### config.mk
export PLATFORM = sky130hd
export DESIGN_NAME = pix_uart_tx
export DESIGN_NICKNAME = d
export VERILOG_FILES = /design/src/rtl/pix_uart_tx.sv
export SDC_FILE = /design/constraint.sdc
export NUM_CORES = 1
export LEC_CHECK = 0
export ABC_AREA = 1
export BUFFER_PORTS_ARGS = -buffer_cell sky130_fd_sc_hd__buf_2
export CAP_MARGIN = 20
export CORE_ASPECT_RATIO = 1.1
export CORE_UTILIZATION = 45
export DETAILED_ROUTE_END_ITERATION = 7
export GPL_TIMING_DRIVEN = 0
export MAX_ROUTING_LAYER = met4
export PLACE_DENSITY_LB_ADDON = 0.1
export SYNTH_ARGS = -nofsm -noshare
export SYNTH_HDL_FRONTEND = slang
export SYNTH_SLANG_ARGS = --single-unit
### constraint.sdc
create_clock -name clk -period 2.51 [get_ports clk]
set_input_delay 0.502 -clock clk [delete_from_list [all_inputs] [get_ports clk]]
set_output_delay 0.502 -clock clk [all_outputs]
set_load 0.01 [all_outputs]
### src/rtl/pix_uart_tx.sv
// rtl/pix_uart_tx.sv - pixel capture FIFO and UART 8N1 transmitter for the filtered-image return path
module pix_uart_tx #(
    parameter int CLKS_PER_BIT = 868,
    parameter int FIFO_DEPTH   = 16,
    parameter int IMG_PIXELS   = 9216
) (
    input  logic        clk,
    input  logic        rst,
    input  logic        pix_en,
    input  logic [7:0]  pix_in,
    output logic        tx,
    output logic        busy,
    output logic        fifo_full,
    output logic        overflow,
    output logic        frame_done,
    output logic [13:0] pix_count
);

    localparam int AW = $clog2(FIFO_DEPTH);
    localparam int CW = AW + 1;
    localparam int BW = $clog2(CLKS_PER_BIT);

    localparam logic [1:0] S_IDLE  = 2'd0;
    localparam logic [1:0] S_START = 2'd1;
    localparam logic [1:0] S_DATA  = 2'd2;
    localparam logic [1:0] S_STOP  = 2'd3;

    logic [1:0]    state;
    logic          cap_en;
    logic [7:0]    mem [FIFO_DEPTH];
    logic [AW-1:0] wr_ptr;
    logic [AW-1:0] rd_ptr;
    logic [CW-1:0] count;
    logic [7:0]    shreg;
    logic [BW-1:0] baud;
    logic [2:0]    bit_idx;
    logic          pop;
    logic          wr_ok;
    logic          bit_end;

    assign fifo_full = (count == CW'(FIFO_DEPTH));
    // A pop needs a registered non-empty FIFO, so a same-clock write never feeds it.
    assign pop       = (state == S_IDLE) && (count != '0);
    assign wr_ok     = cap_en && (!fifo_full || pop);
    assign bit_end   = (baud == BW'(CLKS_PER_BIT - 1));

    always_ff @(posedge clk) begin
        if (wr_ok) begin
            mem[wr_ptr] <= pix_in;
        end
    end

    always_ff @(posedge clk) begin
        if (rst) begin
            cap_en   <= 1'b0;
            wr_ptr   <= '0;
            rd_ptr   <= '0;
            count    <= '0;
            overflow <= 1'b0;
        end else begin
            cap_en <= pix_en;
            if (wr_ok) begin
                wr_ptr <= wr_ptr + AW'(1);
            end
            if (pop) begin
                rd_ptr <= rd_ptr + AW'(1);
            end
            if (cap_en && fifo_full && !pop) begin
                overflow <= 1'b1;
            end
            case ({wr_ok, pop})
                2'b10:   count <= count + CW'(1);
                2'b01:   count <= count - CW'(1);
                default: count <= count;
            endcase
        end
    end

    always_ff @(posedge clk) begin
        if (rst) begin
            state      <= S_IDLE;
            shreg      <= '0;
            baud       <= '0;
            bit_idx    <= '0;
            pix_count  <= '0;
            frame_done <= 1'b0;
        end else begin
            frame_done <= 1'b0;
            case (state)
                S_IDLE: begin
                    if (pop) begin
                        shreg   <= mem[rd_ptr];
                        baud    <= '0;
                        bit_idx <= '0;
                        state   <= S_START;
                    end
                end
                S_START: begin
                    if (bit_end) begin
                        baud  <= '0;
                        state <= S_DATA;
                    end else begin
                        baud <= baud + BW'(1);
                    end
                end
                S_DATA: begin
                    if (bit_end) begin
                        baud <= '0;
                        if (bit_idx == 3'd7) begin
                            state <= S_STOP;
                        end else begin
                            bit_idx <= bit_idx + 3'd1;
                        end
                    end else begin
                        baud <= baud + BW'(1);
                    end
                end
                default: begin
                    if (bit_end) begin
                        baud  <= '0;
                        state <= S_IDLE;
                        if (pix_count == 14'(IMG_PIXELS - 1)) begin
                            pix_count  <= '0;
                            frame_done <= 1'b1;
                        end else begin
                            pix_count <= pix_count + 14'd1;
                        end
                    end else begin
                        baud <= baud + BW'(1);
                    end
                end
            endcase
        end
    end

    // tx and busy are registered from the state, so the line lags the FSM by one clk.
    always_ff @(posedge clk) begin
        if (rst) begin
            tx   <= 1'b1;
            busy <= 1'b0;
        end else begin
            busy <= (state != S_IDLE);
            case (state)
                S_START: tx <= 1'b0;
                S_DATA:  tx <= shreg[bit_idx];
                default: tx <= 1'b1;
            endcase
        end
    end

endmodule

## Yosys cells after proc, flatten, opt, wreduce, memory -nomap -nowiden

Memories as Yosys holds them, arrays and structs flattened. A register that Yosys moved wholly into a read port is not among the register bits.
Cells that the tools add are included.

- $add $sub $neg: 7
- Order comparisons: 1
- Equal/unequal tests: 13
- Mux-type cells: 21
- Bitwise gates (word level): 2
- Reductions and logical operators: 19

Operators by type and width:

| cell | count |
|---|---|
| 10-bit 2-to-1 mux | 3 |
| 14-bit by 1-bit adder with 14-bit output (second input constant) | 1 |
| 14-bit equality test (second input constant) | 1 |
| 14-bit 2-to-1 mux | 1 |
| 10-bit by 1-bit adder with 10-bit output (second input constant) | 1 |
| 10-bit equality test (second input constant) | 1 |
| 2-bit 2-to-1 mux | 5 |
| 2-bit != test (second input constant) | 5 |
| 5-bit one-hot mux with 2 select lines | 1 |
| 3-bit 2-to-1 mux | 3 |
| 4-bit by 1-bit adder with 4-bit output (second input constant) | 2 |
| 2-bit nonzero test | 4 |
| 2-bit one-hot mux with 3 select lines | 1 |
| 3-bit one-hot mux with 2 select lines | 1 |
| 5-bit by 1-bit adder with 5-bit output (second input constant) | 1 |
| 5-bit equality test (second input constant) | 1 |
| 5-bit AND reduction | 1 |
| 5-bit nonzero test | 1 |
| 5-bit OR reduction | 1 |
| 5-bit by 1-bit subtractor with 5-bit output (second input constant) | 1 |
| 2-bit by 1-bit equality test with 1-bit output (second input constant) | 2 |
| 2-bit equality test (second input constant) | 2 |
| 1-bit logical AND | 4 |
| 3-bit by 4-bit < comparator with 1-bit output (second input constant) | 1 |
| other kinds (12) | 18 |

- Register bits after elaboration: 47
- Bits in writable memories: 128
- Bits of input ports: 11
- Logic and storage cells: 76
- Memories kept: 1

Memories:

| name | depth | bits a word | rd ports | clocked after Yosys merged registers in | wr ports | line | text |
|---|---|---|---|---|---|---|---|
| mem | 16 | 8 | 1 | 1 | 1 | 30 | `logic [7:0] mem [FIFO_DEPTH];` |

## Longest topological paths before layout

- Word-level depth: 6
- Depth in mapped cells: 13

## Worst setup path after synthesis

No wires, ideal clock.

- Kind: register to register
- From: reg state[0]
- To: reg count[4]
- Setup time: 0.115 ns
- Arrival: 1.862 ns
- Slack: 0.533 ns
- Stages on the path, launching flop included: 14
- Path buffers: 0
- Clock period less this slack: 1.977 ns
- Path through: dfxtp_1 > inv_1 > ha_1 > nand2_2 > inv_2 > nand2_1 > inv_1 > fa_1 > nand3_1 > nand3_1 > nand2_1 > nand3_1 > nand2_1 > nor2_1

- Longest elaborated chain between the ends: 6
- Elaborated cells between the ends (all ways): 8
- Those cells by class: 2 x eq/ne; 1 x mux; 5 x reduce/logical

Ends and longest elaborated chain:

| element | line | text |
|---|---|---|
| start: declaration | 28 | `logic [1:0] state;` |
| start signal: assignment | 81 | `state <= S_IDLE;` |
| start signal: assignment | 95 | `state <= S_START;` |
| start signal: assignment | 101 | `state <= S_DATA;` |
| 2-bit zero test * | 43 | `assign pop = (state == S_IDLE) && (count != '0);` |
| 1-bit logical AND * | 43 |  |
| 1-bit logical OR | 44 | `assign wr_ok = cap_en && (!fifo_full \|\| pop);` |
| 1-bit logical AND | 44 |  |
| 2-bit by 1-bit equality test with 1-bit output or 2-bit equality test (tied branches) | 71 | `case ({wr_ok, pop})` |
| 5-bit one-hot mux with 2 select lines or 2-bit nonzero test (tied branches) | -- |  |
| end signal: assignment | 72 | `2'b10: count <= count + CW'(1);` |
| end signal: assignment | 73 | `2'b01: count <= count - CW'(1);` |
| end signal: assignment | 74 | `default: count <= count;` |
| end: declaration | 33 | `logic [CW-1:0] count;` |

Every way passes the cells marked *; elsewhere a longest branch is shown, timed or not.
A chain may end at the register's enable or synchronous reset.

## Worst setup path after layout

- From: reg state[0]
- To: mem mem[9][1], enable pin

- Longest elaborated chain between the ends: 6

Ends and longest elaborated chain:

| element | line | text |
|---|---|---|
| 2-bit zero test | 43 |  |
| 1-bit logical AND | 43 |  |
| 1-bit logical OR | 44 |  |
| 1-bit logical AND | 44 |  |
| 1-bit 2-to-1 mux | 48 | `if (wr_ok) begin` |
| 1-bit 2-to-1 mux (not written as such) | 49 | `mem[wr_ptr] <= pix_in;` |
| end: declaration | 30 |  |

Every way passes these cells.

==> impl_summary.txt <==
----------------------------------------------------
[Worst setup path]
  Worst Setup Start Kind ... flop
  Required @ worst endpoint ... 2.57 ns
  Endpoint of the worst-slack reg-to-reg timing path ... mem[9][1]
  CP Data Arrival Time ... 2.33 ns
  Start-to-end type of the worst setup path ... reg -> reg
  Endpoint class of the critical path ... flop
  Origin of the critical flop-to-flop path ... state[0]
  Worst reg2reg setup slack ... 0.24 ns
  Critical-path maximum fanout ... 8
  FF-to-FF path depth ... 6

[Place]
  Detailed placement HPWL ... 13700 um
  Worst slack after detailed placement ... 0.260 ns
  Routability congestion estimate ... 0.887
  Quantity of I/O buffers inserted on ports ... 29

[STA]
  Final hold vios ... 0
  Rel. slew slack ... 0.465
  Unrepaired setup endpoints after global routing ... false
  Fin Clk Skew ... 0.0137 ns
  Final critical-path setup slack ... 0.242 ns
  Ratio of final minimum period to clock period ... 0.904
  Post-layout minimum cycle time ... 2.27 ns
  Final Max Slew Viols ... 0
  Sum of negative setup slack ... 0 ns
  Total setup violations reported at the end of the flow ... 0
  Peak Freq ... 441 MHz
  Transition at the pin with the smallest max-transition slack ... 0.800 ns

[Worst hold path]
  Hold path startpoint ... pix_en
  Hold WC Path Type ... in -> reg
  Endpoint of the worst hold path ... cap_en
  Count of cells along the worst hold path ... 3

[Drt]
  Routed Wire Length ... 19900 um
  Routed length per placed instance ... 16.5 um
  Initial DRT Pass Iterations ... 5
  Via count ... 6193
  Vias per std cell ... 5.11
  Drt first-iter violations ... 516
  DRT antenna net count ... 0
  Post-route DRC ... 0

[Final layout]
  Fraction of final layout cells with drive strength greater than 1 ... 0.119
  Area occupied by multi-input gates ... 2890 um2
  Antenna Cells ... 0
  Area used by sequential logic in the layout ... 4940 um2
  Layout filler cell count ... 1681
  Net count of the finished layout ... 988
  Synth-to-Final Area Change ... 12.4%

[Power and ir drop]
  Switching share of power ... 0.358
  Switching power of the nets ... 3260 uW
  Part of the total power dissipated in sequential elements ... 0.387
  Internal portion of total power ... 5840 uW
  Share of power burned in the clock network ... 0.299
  Proportion of power drawn by combinational gates ... 0.314
  Worst-case vdd ir drop ... 0.000539 V
  LEAKAGE ... 0.00373 uW
  Pwr dens ... 968 nW/um2

[GRT]
  First-pass GRT wire length ... 31400 um
  Maximum number of pins on one net before global-route repair ... 18
  Initial antenna violation count ... 0
  Global-route usage over all layers ... 0.224
  Total global routing overflow ... 0
  Via count of the first global-routing pass ... 5803

[Clock tree]
  Total of hold buffers inserted after clock tree synthesis ... 0
  Clock insertion delay at the later pin of the skew report ... 0.44 ns
  Number of buffers on the longest clock path ... 2
  Clock transition at the register clock pins on the worst setup and hold paths after CTS ... 0.07 ns
  Number of CTS-inserted buffers ... 17
  Post-CTS Setup Repair Bufs ... 0
  Clock sink count ... 183
  Library cell used as clock root buffer ... clkbuf_16
  Cts repair resizes ... 0
  Number of H-tree branching levels ... 4
  CTS tree ... built

[Synth]
  Top cells by area, synth ... edfxtp_1 46%, dfxtp_1 13%, nand2_1 9.6%, nor2_1 6.1%, nand3_1 5.9%
  Combined area of all synthesized cells ... 8370 um2
  Number of distinct library cells after synthesis ... 38
  EDFF count, synth ... 128
  Async S/R FF share, synth ... 0
  Synthesized area per cell ... 9.17 um2
  Most used DFF post-synth ... edfxtp_1
  Gate Count Post-Synth ... 912
  Top cell type by total area after synthesis ... edfxtp_1
  Net count after synthesis ... 940
  Sequential fraction of the synthesis area ... 0.591
  Synth Warn # ... 0
  Top cell type's share of synthesized area ... 0.459
  Register bit total from synthesis ... 183

[Run]
  Max cap viols ... 0

[Floorplanning]
  Die height ... 145 um
  Area of the core ... 17900 um2
  Number of primary I/O pins ... 30
  Die area ... 19100 um2
  Effective utilization at floorplan ... 0.467
  X dimension of the die ... 132 um
  Placement row count ... 51

[Outcome]
  Run status ... complete, no violations

----------------------------------------------------
## cells in the final DEF, fill, tap and decap left out, types with 2 or more instances in the layout
master / n
nand2_1: 215
nor2_1: 135
edfxtp_1: 128
nand3_1: 99
inv_1: 75
dfxtp_1: 55
buf_2: 47
o21ai_0: 46
a21oi_1: 42
clkbuf_16: 17
ha_1: 16
nand4_1: 12
buf_4: 8
inv_2: 7
xor2_1: 6
o21ai_1: 6
clkbuf_1: 5
nor3_1: 5
nor2_2: 4
buf_6: 4
inv_8: 4
nand3_2: 3
nand2_2: 3
clkinv_4: 3
nor2_4: 2
clkinv_1: 2
buf_1: 2
xnor2_1: 2
a21oi_2: 2
bufinv_16: 2
inv_6: 2
clkinvlp_4: 2
## per-layer routing
metal	global-route usage	part of all wire
met5	-	0
met4	0.0791	0.020
met3	0.0287	0.052
met2	0.339	0.46
met1	0.309	0.47
## cells by family after synthesis
family,Yosys count,synth area share
AND/OR/NAND/NOR,484,0.247
buffers and inverters,120,0.0640
XOR/XNOR,8,0.00837
adder cells (fa/ha/maj),17,0.0263
flip-flops,183,0.591
AO/OA/AOI/OAI,100,0.0630
## sequential cells by signal (all words and copies together), names as in the netlist
register    count
baud           10
busy            1
state           2
tx              1
count           5
overflow        1
pix_count      14
bit_idx         3
frame_done      1
mem           128
rd_ptr          4
cap_en          1
shreg           8
wr_ptr          4
## stage by stage
stage          instance area, um2  cells  power [uW]   util  hold slack, ns
6_report                     9410   1211        9110  0.525           0.279
5_1_grt                      9410   1211        9640  0.525           0.290
4_1_cts                      9410   1211        9150  0.525           0.268
3_5_place_dp                 8810   1179        6430  0.491           0.468
3_3_place_gp                 8810   1179        6410  0.491           0.455
2_1_floorplan                8370    912        5640      -           0.459
## Yosys cell counts, types with 2 or more instances
cell type	count
xnor2_1	2
nor3_1	5
dfxtp_1	55
nand4_1	12
clkinv_1	2
buf_6	4
nand3_1	99
o21ai_1	6
o21ai_0	46
xor2_1	6
nand2_1	215
ha_1	16
inv_2	7
buf_4	8
edfxtp_1	128
buf_2	18
a21oi_2	2
nor2_2	4
buf_1	2
a21oi_1	42
clkbuf_1	3
nor2_1	135
nand3_2	3
nand2_2	3
inv_1	75
nor2_4	2
## worst max path at each step
stage               depth (start not counted)    endpoint  slack (ns)      from
detailed placement                          6  mem[10][2]        0.26  state[0]
floorplan                                  13    count[4]        0.53  state[0]
global placement                            6   mem[0][5]        0.27  state[0]
CTS                                         6  mem[10][0]        0.25  state[0]
finish                                      6   mem[9][1]        0.24  state[0]
global route                               13    count[4]        0.09  state[0]
## worst max-delay path, cell delays in order, from the launching register on
cell and delay [ns]:
dfxtp_1 0.34, inv_1 0.09, ha_1 0.38, o21ai_4 0.16, inv_4 0.11, nand2_1 0.17
nor2_1 0.65
## cell type report
cell class	count	share of cell area
timing repair buffer	29	0.0154
clock buffer	19	0.0460
tap	238	0.0317
sequential	183	0.526
clock inverter	13	0.0174
inverter	85	0.0342
multi-input combinational	609	0.307
buffer	35	0.0227
## power by group through the flow
stage | Combinational [uW] | Sequential, uW | Clock, uW
after floorplan | 2080 | 3560 | 0
after global placement | 2830 | 3580 | 0
after detailed placement | 2850 | 3590 | 0
after CTS | 2870 | 3520 | 2760
after global routing | 3230 | 3540 | 2870
final | 2860 | 3520 | 2730
Power figures use the tool's default switching activity.
